<file path="config.mk">
export PLATFORM = sky130hd
export DESIGN_NAME = arb_mux_nx1_flat
export DESIGN_NICKNAME = d
export VERILOG_FILES = /design/src/rtl/arb_mux_nx1_if.sv /design/src/rtl/arb_mux_nx1.sv /design/src/flat_wrapper.sv
export SDC_FILE = /design/constraint.sdc
export NUM_CORES = 1
export LEC_CHECK = 0
export ABC_CLOCK_PERIOD_IN_PS = 7400
export CORE_AREA = 3 3 232 234
export CTS_CLUSTER_SIZE = 20
export DETAILED_ROUTE_END_ITERATION = 16
export DIE_AREA = 0 0 235 237
export PLACE_DENSITY = 0.43
export SYNTH_ARGS = -nofsm -noshare
export SYNTH_HDL_FRONTEND = slang
export SYNTH_SLANG_ARGS = --single-unit
export TNS_END_PERCENT = 5
</file>
<file path="constraint.sdc">
create_clock -name clk -period 7.4 [get_ports clk]
set_input_delay 0.74 -clock clk [delete_from_list [all_inputs] [get_ports clk]]
set_output_delay 0.74 -clock clk [all_outputs]
set_load 0.05 [all_outputs]
</file>
<file path="src/rtl/arb_mux_nx1_if.sv">
// Handshake bundle for arb_mux_nx1: N producer channels merged onto one
// consumer, plus the mode/select controls that steer the merge.
interface arb_mux_nx1_if #(
  parameter int WIDTH = 64,
  parameter int N     = 8,
  parameter int SELW  = 3
);
  logic                  mode;
  logic [SELW-1:0]       select;
  logic [N*WIDTH-1:0]    in_data;
  logic [N-1:0]          in_valid;
  logic [N-1:0]          in_ready;
  logic [WIDTH-1:0]      out_data;
  logic [SELW-1:0]       out_chan;
  logic                  out_valid;
  logic                  out_ready;

  // Drives producers/consumer and controls (testbench or surrounding logic).
  modport master (
    output mode, select, in_data, in_valid, out_ready,
    input  in_ready, out_data, out_chan, out_valid
  );

  // The selector itself.
  modport slave (
    input  mode, select, in_data, in_valid, out_ready,
    output in_ready, out_data, out_chan, out_valid
  );
endinterface

</file>
<file path="src/rtl/arb_mux_nx1.sv">
// Registered N:1 selector with valid/ready handshaking. Mode 0 picks the
// channel named by select; mode 1 arbitrates round-robin starting after the
// last granted channel. A one-entry output register gives 1-cycle latency
// and full throughput (drain and load can happen in the same cycle).
module arb_mux_nx1 #(
  parameter int WIDTH = 64,
  parameter int N     = 8,
  parameter int SELW  = 3
) (
  input  logic          clk,
  input  logic          reset,
  arb_mux_nx1_if.slave  bus
);

  logic [WIDTH-1:0] data_q;
  logic [SELW-1:0]  chan_q;
  logic             valid_q;
  logic [SELW-1:0]  ptr_q;

  logic             load_en;
  logic             grant;
  logic [SELW-1:0]  g;
  logic [SELW-1:0]  idx;
  logic [WIDTH-1:0] g_data;
  logic [N-1:0]     ready_c;

  // The register can take a new entry when empty or being drained this cycle.
  assign load_en = !valid_q || bus.out_ready;

  // Grant selection: direct index in mode 0, circular search from ptr+1 in mode 1.
  always_comb begin
    // NOTE: every combinationally assigned signal gets a default first, so no
    // path through the block leaves it unassigned and no latch is inferred.
    grant = 1'b0;
    g     = '0;
    idx   = '0;
    if (!bus.mode) begin
      // Out-of-range select matches no channel and therefore grants nothing.
      for (int i = 0; i < N; i++) begin
        if (bus.select == SELW'(i) && bus.in_valid[i]) begin
          grant = 1'b1;
          g     = SELW'(i);
        end
      end
    end else begin
      for (int k = 1; k <= N; k++) begin
        idx = SELW'((int'(ptr_q) + k) % N);
        if (!grant && bus.in_valid[idx]) begin
          grant = 1'b1;
          g     = idx;
        end
      end
    end
  end

  // Data mux for the granted channel and the one-hot ready back to it.
  always_comb begin
    g_data  = '0;
    ready_c = '0;
    for (int i = 0; i < N; i++) begin
      if (g == SELW'(i)) begin
        g_data     = bus.in_data[i*WIDTH +: WIDTH];
        ready_c[i] = !reset && load_en && grant;
      end
    end
  end

  assign bus.in_ready  = ready_c;
  assign bus.out_data  = data_q;
  assign bus.out_chan  = chan_q;
  assign bus.out_valid = valid_q;

  // Output register and round-robin pointer update.
  always_ff @(posedge clk) begin
    // NOTE: registered state uses non-blocking assignments so every flop
    // samples pre-edge values regardless of statement order.
    if (reset) begin
      data_q  <= '0;
      chan_q  <= '0;
      valid_q <= 1'b0;
      ptr_q   <= SELW'(N - 1);
    end else if (load_en && grant) begin
      data_q  <= g_data;
      chan_q  <= g;
      valid_q <= 1'b1;
      if (bus.mode) begin
        ptr_q <= g;
      end
    end else if (valid_q && bus.out_ready) begin
      valid_q <= 1'b0;
    end
  end

endmodule

</file>
<file path="src/flat_wrapper.sv">
// flat-port wrapper written by rule: the top's interface ports become plain ports
module arb_mux_nx1_flat 
#(
  parameter int WIDTH = 64,
  parameter int N     = 8,
  parameter int SELW  = 3
)
  (clk, reset, bus_mode, bus_select, bus_in_data, bus_in_valid, bus_out_ready, bus_in_ready, bus_out_data, bus_out_chan, bus_out_valid);
  arb_mux_nx1_if #(.WIDTH(WIDTH), .N(N), .SELW(SELW)) bus_i ();
  input  logic clk;
  input  logic reset;
  input wire logic [$bits(bus_i.mode)-1:0] bus_mode;
  input wire logic [$bits(bus_i.select)-1:0] bus_select;
  input wire logic [$bits(bus_i.in_data)-1:0] bus_in_data;
  input wire logic [$bits(bus_i.in_valid)-1:0] bus_in_valid;
  input wire logic [$bits(bus_i.out_ready)-1:0] bus_out_ready;
  output wire logic [$bits(bus_i.in_ready)-1:0] bus_in_ready;
  output wire logic [$bits(bus_i.out_data)-1:0] bus_out_data;
  output wire logic [$bits(bus_i.out_chan)-1:0] bus_out_chan;
  output wire logic [$bits(bus_i.out_valid)-1:0] bus_out_valid;
  assign bus_i.mode = bus_mode;
  assign bus_i.select = bus_select;
  assign bus_i.in_data = bus_in_data;
  assign bus_i.in_valid = bus_in_valid;
  assign bus_i.out_ready = bus_out_ready;
  assign bus_in_ready = bus_i.in_ready;
  assign bus_out_data = bus_i.out_data;
  assign bus_out_chan = bus_i.out_chan;
  assign bus_out_valid = bus_i.out_valid;
  arb_mux_nx1 #(.WIDTH(WIDTH), .N(N), .SELW(SELW)) u_core (.clk(clk), .reset(reset), .bus(bus_i));
endmodule
</file>
==> flow_metrics.env <==
export IMPL_final_min_clock_period_ns=6.68
export IMPL_synth_seq_cells=71
export IMPL_finalClockSkew_ns=0.00880
export IMPL_finalMaxSlewViolations=0
export IMPL_cpPeakStageDelay_ns=0.85
export IMPL_post_cts_resized=0
export IMPL_hold_viol=0
export IMPL_cts_made_buffers=9
export IMPL_layout_commonest_cell="sky130_fd_sc_hd__clkdlybuf4s50_1"
export IMPL_grt_usage=0.200
export IMPL_timing_fmax_mhz=150
export IMPL_cts_sinks=71
export IMPL_cts_max_path_buffers=2
export IMPL_pwr_density_cell_mw_per_mm2=301
export IMPL_post_synth_cell_area_avg_um2=7.71
export IMPL_clock_tree_from_tritoncts="yes"
export IMPL_cp_num_buf_inv=4
export IMPL_start_kind="register"
export IMPL_area_growth_pct=84.1
export IMPL_setup_repair_after_global_routing_missed_its_margin="no"
export IMPL_placementRows=84
export IMPL_mostFrequentLayoutCells="601 x sky130_fd_sc_hd__clkdlybuf4s50_1, 186 x sky130_fd_sc_hd__nand2_1, 130 x sky130_fd_sc_hd__mux2i_1"
export IMPL_cts_clock_pin_slew_for_the_worst_setup_and_hold_paths_ns=0.06
export IMPL_initial_utilization=0.159
export IMPL_drv_cap=0
export IMPL_route_vias_total=11100
export IMPL_dp_hpwl_um=46400
export IMPL_grt_first_pass_wirelength_um=82100
export IMPL_crit_type="reg2out"
export IMPL_chipHeight_um=237
export IMPL_crit_required_ns=6.66
export IMPL_clock_power_share=0.105
export IMPL_timing_critical_path_cells="buf_4, inv_2, ha_1, mux4_2, mux2i_1, o32ai_1, mux2_2, o2bb2ai_1, a31o_4, buf_4, nand3_2, nor2_1, clkdlybuf4s50_1"
export IMPL_die_w_um=235
export IMPL_crit_fanout=37
export IMPL_timing_critical_path_mode_cell="sky130_fd_sc_hd__buf_4"
export IMPL_placeableCoreArea_mm2=0.0522
export IMPL_antenna_violating_nets_post_route=0
export IMPL_route_detailed_drc=0
export IMPL_crit_arrival_ns=5.94
export IMPL_crit_path_end_kind="output pin"
export IMPL_skew_pair_late_insertion_delay_ns=0.37
export IMPL_antenna_violations_before_repair=16
export IMPL_die_area_mm2=0.0557
export IMPL_ir_worst_vdd_uv=248
export IMPL_synth_async_sr_flop_share=0
export IMPL_design_final_nets=2132
export IMPL_grt_overflow_total=0
export IMPL_cts_repair_timing_setup_buffer_count=0
export IMPL_yosysSeqAreaShare=0.172
export IMPL_grt_pass1_vias=11300
export IMPL_syn_num_nets=1603
export IMPL_postSynth_topFlopCell="sky130_fd_sc_hd__dfxtp_1"
export IMPL_num_io_pins=603
export IMPL_worst_slew_pin_transition_ns=1.22
export IMPL_numPortBuffers=602
export IMPL_net_switching_power_mw=2.48
export IMPL_run_status="finished clean"
export IMPL_worst_slew_margin_rel=0.184
export IMPL_synthCells=1074
export IMPL_stdcell_count=2306
export IMPL_total_wirelength_of_the_detailed_routed_design_um=58600
export IMPL_power_share_sequential=0.133
export IMPL_grt_max_degree=107
export IMPL_synth_warning_count=0
export IMPL_vias_per_cell=4.82
export IMPL_drtPass1Iterations=5
export IMPL_final_setup_tns_ns=0
export IMPL_placed_cells=2280
export IMPL_min_path_type="reg2reg"
export IMPL_final_setup_vio_count=0
export IMPL_distinct_cells_synth=72
export IMPL_p_int_mw=2.11
export IMPL_route_detailed_wl_per_inst_um=25.4
export IMPL_cell_area_synth_mm2=0.00828
export IMPL_synth_enable_flop_cells=0
export IMPL_clock_tree_root_cell="sky130_fd_sc_hd__clkbuf_16"
export IMPL_fin_crit_sh=0.903
export IMPL_slowest_stage="sky130_fd_sc_hd__clkdlybuf4s50_1"
export IMPL_drive_gt1_frac=0.0815
export IMPL_pwr_share_comb=0.761
export IMPL_drt_first_iter_violations=731
export IMPL_cts_hold_repair_buffers=0
export IMPL_power_switching_share=0.541
export IMPL_leakage_nw=5.75
export IMPL_htree_levels=3
export IMPL_finalWeightedCongestion=0.866
export IMPL_critical_path_top_delay_family="buffers and inverters"
[power groups by stage]
| stage | Clock [mW] | Sequential (mW) | Combinational [mW] |
|---|---|---|---|
| 2_1_floorplan | 0 | 1.06 | 1.78 |
| 3_3_place_gp | 0 | 0.617 | 3.50 |
| 3_5_place_dp | 0 | 0.620 | 3.51 |
| 4_1_cts | 0.507 | 0.613 | 3.52 |
| 5_1_grt | 0.517 | 0.628 | 3.71 |
| 6_report | 0.484 | 0.612 | 3.50 |
[cell type report]
cell class | count | area [um^2]
fillers | 5641 | 37000
multi-input cells | 882 | 6360
repair buffers | 630 | 6240
flip-flops and latches | 71 | 1420
well taps | 688 | 861
clock buffers | 11 | 243
clock inverters | 5 | 56.3
inverters | 9 | 33.8
diodes | 10 | 25.0
[cell usage after synthesis, drive strengths merged (9+ instances only)]
cell / count / share of area
or3: 9 / 0.0068
mux2i: 130 / 0.16
o22ai: 49 / 0.037
and3: 51 / 0.039
o21ai: 57 / 0.034
a221oi: 21 / 0.023
a221o: 47 / 0.057
mux2: 25 / 0.034
buf: 45 / 0.034
nand2: 187 / 0.085
nand3: 45 / 0.027
mux4: 13 / 0.035
a21oi: 36 / 0.023
a31oi: 16 / 0.014
clkbuf: 67 / 0.031
a32oi: 12 / 0.013
dfxtp: 71 / 0.17
inv: 9 / 0.0041
o31ai: 50 / 0.058
nor2: 30 / 0.015
[sequential cells by signal, indices dropped and copies added (netlist names)]
| name | cells |
|---|---|
| u_core.bus.out_valid | 1 |
| u_core.ptr_q | 3 |
| u_core.bus.out_data | 64 |
| u_core.bus.out_chan | 3 |
[path summary, 6_finish.rpt]
path / from / to / slack, ns / cells past startpoint
worst max-delay path: u_core.ptr_q[0] / bus_in_ready[4] / 0.72 / 13
worst max register to register: u_core.ptr_q[0] / u_core.bus.out_data[2] / 1.72 / 14
worst min register to register: u_core.bus.out_data[59] / u_core.bus.out_data[59] / 0.45 / 2
worst min-delay path: u_core.bus.out_data[59] / u_core.bus.out_data[59] / 0.45 / 2
[kinds of logic after synthesis]
group           count (synthesis)  synth area share
xor+xnor                        5           0.00529
compound gates                355             0.327
buf+inv                       121            0.0690
flops                          71             0.172
simple gates                  352             0.197
mux                           168             0.227
fa+ha+maj                       2           0.00302
[layer usage]
metal / wire, um / vias up / GRT usage / share of wire
met5: 40 / - / 0 / 0.00068
met4: 1460 / 6 / 0.0768 / 0.025
met3: 4560 / 62 / 0.0568 / 0.078
met2: 29300 / 505 / 0.349 / 0.50
met1: 23200 / 5297 / 0.232 / 0.40
li1: - / 5239 / - / -
[stage by stage]
step | utilization | cell area, um^2 | hold slack (ns) | worst slack [ns] | power [mW]
floorplan | - | 8280 | 0.664 | 1.89 | 2.84
global placement | 0.286 | 14900 | 0.437 | 1.11 | 4.11
detailed placement | 0.286 | 14900 | 0.443 | 1.09 | 4.13
CTS | 0.291 | 15200 | 0.457 | 0.685 | 4.64
global route | 0.292 | 15200 | 0.472 | 0.326 | 4.86
finish | 0.292 | 15200 | 0.452 | 0.719 | 4.59
[worst min-delay path, stage by stage (launching register included)]
cell                      delay, ns
sky130_fd_sc_hd__dfxtp_1       0.31
sky130_fd_sc_hd__nand2_1       0.05
sky130_fd_sc_hd__o31ai_1       0.05
Note: power is estimated with default switching activity, not from simulation.
==> patch 1, RTL diff (same settings) <==
`WIDTH` is set to 64 in 3 places; all go to 60.
--- a/src/rtl/arb_mux_nx1_if.sv
+++ b/src/rtl/arb_mux_nx1_if.sv
@@ -1,7 +1,7 @@
 // Handshake bundle for arb_mux_nx1: N producer channels merged onto one
 // consumer, plus the mode/select controls that steer the merge.
 interface arb_mux_nx1_if #(
-  parameter int WIDTH = 64,
+  parameter int WIDTH = 60,
   parameter int N     = 8,
   parameter int SELW  = 3
 );
--- a/src/rtl/arb_mux_nx1.sv
+++ b/src/rtl/arb_mux_nx1.sv
@@ -3,7 +3,7 @@
 // last granted channel. A one-entry output register gives 1-cycle latency
 // and full throughput (drain and load can happen in the same cycle).
 module arb_mux_nx1 #(
-  parameter int WIDTH = 64,
+  parameter int WIDTH = 60,
   parameter int N     = 8,
   parameter int SELW  = 3
 ) (
--- a/src/flat_wrapper.sv
+++ b/src/flat_wrapper.sv
@@ -1,7 +1,7 @@
 // flat-port wrapper written by rule: the top's interface ports become plain ports
 module arb_mux_nx1_flat 
 #(
-  parameter int WIDTH = 64,
+  parameter int WIDTH = 60,
   parameter int N     = 8,
   parameter int SELW  = 3
 )
Ports: changed (resized bus_in_data and bus_out_data); port bits go from 603 to 567. The function was not compared with the original's and may differ.
==> patch 1 against the original RTL <==
  * Design area is 7.3% lower
  * Total power is 4.4% lower
  * Sequential cell count is 4 lower
  * Worst setup slack better by 0.70 ns
  * Worst hold slack worse by 0.00080 ns
  * Area after synthesis is 9.2% lower
  * Routed wire length is 12% lower
  * Register-to-register slack better by 0.29 ns
==> patch 1: results (changes against the original RTL) <==
- Status: finished, final reports clean
- Clock Skew: 0.01279 ns (+0.003995 ns)
- Max reg flops: 60 (-6.3%)
- Crit path to: bus_in_ready[1]
- M3 GR Usage: 4.880% (-0.80 points)
- XOR/XNOR share of the synthesized area: 0.6987% (+0.17 points)
- Met1 GRT Util: 20.99% (-2.2 points)
- Sequential share of the synthesized area: 17.83% (+0.68 points)
- Pwr Density: 310.5 nW/um^2 (+3.0%)
- Clock power frac: 11.4% (+0.9 points)
- Met2 usage: 30.63% (-4.2 points)
- R2r setup slk: 2.01 ns (+0.29 ns)
- P_sw: 0.002394 W (-3.7%)
- Initial antenna violation count: 2 (-14)
- Via count: 10573 (-4.8%)
- Complex-gate fraction of the synthesized area: 50.01% (+17 points)
- Reg2reg end: u_core.bus.out_data[12]
- Post-synth cell types: 73 (+1.4%)
- Synthesized instance count: 1023 (-4.7%)
- Dpl cell area: 13820 um^2 (-7.4%)
- Drt pass-1 iters: 4 (-1)
- Detailed Route Iter0 Violations: 554 (-24%)
- Worst vdd ir: 0.0002975 V (+20%)
- Final worst slack: 1.415 ns (+0.6958 ns)
- Drt via density: 4.782 (-0.74%)
- Top cells by count, synth: 128 x nand2_1, 115 x a21oi_1, 73 x nor2_1
- Largest net degree at the start of global routing: 70 (-35%)
- Drt total wl: 51.57 mm (-12%)
- Final HPWL DP: 39.74 mm (-14%)
- Worst-Margin Slew: 0.9610 ns (-0.2623 ns)
- Cell family with most CP delay: compound AO/OA/AOI/OAI gates
- CP Data Arrival Time: 5.24 ns (-0.70 ns)
- Hold wc startpoint: u_core.bus.out_data[18]
- GP Congestion: 0.8530 (-1.5%)
- Final Hold Slack: 0.4517 ns (-0.0008030 ns)
- Hold EP: u_core.bus.out_data[18]
-- patch 1: cell types whose count changed after synthesis, sizes merged, moves of 25 or more --
cell    delta
a221o     -42
and3      -40
a22oi     +52
a211oi    +46
nor2      +45
nand2     -56
o31ai     -46
mux2i    -107
a32o      +49
o22ai     -48
a21boi    +53
o21a      +42
nand3     -25
a21oi     +80
-- patch 1: cell type report --
class                           instances  area [um^2]
Antenna cell                            1        2.502
Inverter                                8        30.03
Clock inverter                          6        90.09
Fill cell                            5695        38090
Sequential cell                        67         1341
Timing Repair Buffer                  591         5883
Clock buffer                           10        229.0
Tap cell                              688        860.8
Multi-Input combinational cell        840         5705
-- patch 1: layer usage --
layer	share of wire (%)	up-vias	wire, um
met5	0.025	-	13
li1	-	4922	-
met4	2.5	2	1285
met3	7.6	50	3907
met1	41	5099	21100
met2	49	500	25260
==> patch 2, RTL diff (same flow settings) <==
Without the edit above. Reset style: asynchronous (`reset`), changed in one clocked block.
--- a/src/rtl/arb_mux_nx1.sv
+++ b/src/rtl/arb_mux_nx1.sv
@@ -71,7 +71,7 @@
   assign bus.out_valid = valid_q;
 
   // Output register and round-robin pointer update.
-  always_ff @(posedge clk) begin
+  always_ff @(posedge clk or posedge reset) begin
     // NOTE: registered state uses non-blocking assignments so every flop
     // samples pre-edge values regardless of statement order.
     if (reset) begin
Function: differs if reset is asserted again (counterexample within 4 cycles, from zero or initial values and one cycle with reset high); with reset held inactive, the same outputs for 4 cycles.
==> patch 2 against the original RTL <==
  * Design area is 0.55% lower
  * Area after synthesis shrank 2.7%
  * Total power rose by 46%
  * Worst setup slack lost 0.11 ns
  * Sequential cell count stayed put
  * Critical path type unchanged
  * Die area did not move
  * Routed wire length rose by 0.80%
  * Global-route usage is 0.43 points higher
==> patch 2: results (changes against the original RTL) <==
- Status: finished, final reports clean
- Drt total wl: 59.06 mm (+0.80%)
- Vias in the first global route: 11448 (+1.1%)
- CP Data Arrival Time: 6.05 ns (+0.11 ns)
- DR top layer: met5
- Top cells by area, synth: dfrtp_1 21%, mux2i_1 9.9%, nor2_1 8.9%
- R2r setup slk: 1.14 ns (-0.58 ns)
- PortBufs: 602 (unchanged)
- WL met1: 23.26 mm (+0.24%)
- Initial antenna violation count: 17 (+1)
- Yosys warning total: 0 (unchanged)
- # nets final: 2082 (-2.3%)
- Final Hold Slack: 0.4831 ns (+0.03060 ns)
- Final period util: 91.80% (+1.5 points)
- Htree depth: 3 (unchanged)
- Clock transition at the registers of the reported paths: 0.07 ns
- Worst path slowest cell: clkdlybuf4s50_1
- Met3 WL: 4.220 mm (-7.5%)
- Met2 wire length: 30.22 mm (+3.1%)
- GP Congestion: 0.8856 (+2.3%)
- Largest net degree at the start of global routing: 126 (+18%)
- Leakage: 5.482 nW (-4.6%)
- Crit-path max cell delay: 0.87 ns (+0.02 ns)
- Asr flop ratio synth: 100.0% (+100 points)
- Post CTS Setup Buffer Count: 0 (unchanged)
- GRT Resource Usage Total: 20.43% (+0.43 points)
- Drt pass-1 iters: 5 (unchanged)
- Syn Nets: 1552 (-3.2%)
- DRC: 0 (unchanged)
- DP Worst Slack: 0.9349 ns (-0.1504 ns)
- Crit path max fanout: 32 (-14%)
- Insertion delay to the later sink of the worst-skew pair: ~0.38 ns
- First-pass GRT wire length: 83.79 mm (+2.1%)
- Clock Skew: 0.009671 ns (+0.0008754 ns)
- Share of cells above drive strength 1: 8.922% (+0.77 points)
- Worst vdd ir: 0.0003119 V (+26%)
- Detailed Route Iter0 Violations: 536 (-27%)
- Top cells by count, synth: 191 x nor2_1, 88 x o22ai_1, 80 x mux2i_1
- Cell family with most CP delay: simple AND/OR/NAND/NOR gates
- Worst-Margin Slew: 1.081 ns (-0.1421 ns)
- Post-synth cell types: 72 (unchanged)
- Sequential share of the synthesized area: 22.09% (+4.9 points)
- Most used flip-flop cell after synthesis: dfrtp_1
- Final HPWL DP: 45.07 mm (-2.9%)
- Drt via density: 4.800 (-0.36%)
patch 2: cell types whose count changed after synthesis, sizes merged, moves of 47 or more:
cell	unedited run	this run
nor2	30	192
nand2	187	43
dfxtp	71	0
dfrtp	0	68
mux2i	130	80
nor3	7	56
o31ai	50	1
a211oi	5	52
patch 2: area by class of cell:
type                       instances  area, um^2
tap                              688       860.8
inverter                          14       55.05
sequential                        71        1780
clock buffer                      11       242.7
timing repair buffer             624        6226
clock inverter                     5       128.9
fill                            5649       37070
antenna                            5       12.51
multi-input combinational        833        5858
patch 2: final timing paths:
kind                                            to  depth (start not counted)                   start
min reg2reg                 u_core.bus.out_chan[1]                          2  u_core.bus.out_chan[1]
max reg2reg                u_core.bus.out_data[25]                         15         u_core.ptr_q[1]
min in group asynchronous  u_core.bus.out_data[30]                          2                   reset
max                                bus_in_ready[7]                         11         u_core.ptr_q[1]
max in group asynchronous   u_core.bus.out_data[1]                          3                   reset
min                         u_core.bus.out_chan[1]                          2  u_core.bus.out_chan[1]
patch 2: logic make-up (layout without fill, tap and decap cells):
kind of cell | after synthesis | count (layout) | synth area share, %
xor+xnor | 5 | 5 | 0.5433
buf+inv | 119 | 654 | 6.457
simple gates | 358 | 358 | 19.68
fa+ha+maj | 2 | 2 | 0.3104
compound gates | 347 | 347 | 33.59
other cells | 0 | 5 | 0
flops | 71 | 71 | 22.09
mux | 121 | 121 | 17.34
patch 2: through the flow:
stage                     cell area [um^2]  std cells  power, W
after floorplan                       8061       1023  0.004233
after global placement               14780       2230  0.006184
after detailed placement             14780       2230  0.006175
after CTS                            15150       2246  0.006808
after global routing                 15160       2249  0.007140
final                                15160       2251  0.006697
patch 2: power breakdown:
group	switching (W)	total [W]	internal [W]
logic	0.00339	0.00537	0.00198
registers	0.000131	0.000732	0.000601
clock network	0.000219	0.000593	0.000374
total	0.00374	0.00670	0.00295
patch 2: worst register-to-register path, cell delays in order (launching register included):
cell and delay [ns]:
dfstp_2 0.52, buf_4 0.27, inv_1 0.20, ha_1 0.82
mux4_2 0.47, o21bai_1 0.22, nor4_1 0.31, and3_1 0.32
a32o_1 0.20, buf_4 0.29, or2_4 0.32, buf_12 0.40
nand3_2 0.97, buf_4 0.46, o22ai_1 0.25, a211oi_2 0.07
patch 2: routing by layer:
metal	vias to the layer above	track usage (%)
li1	5026	-
met1	5248	23.18
met2	454	37.07
met3	63	6.208
met4	14	5.491
met5	-	0
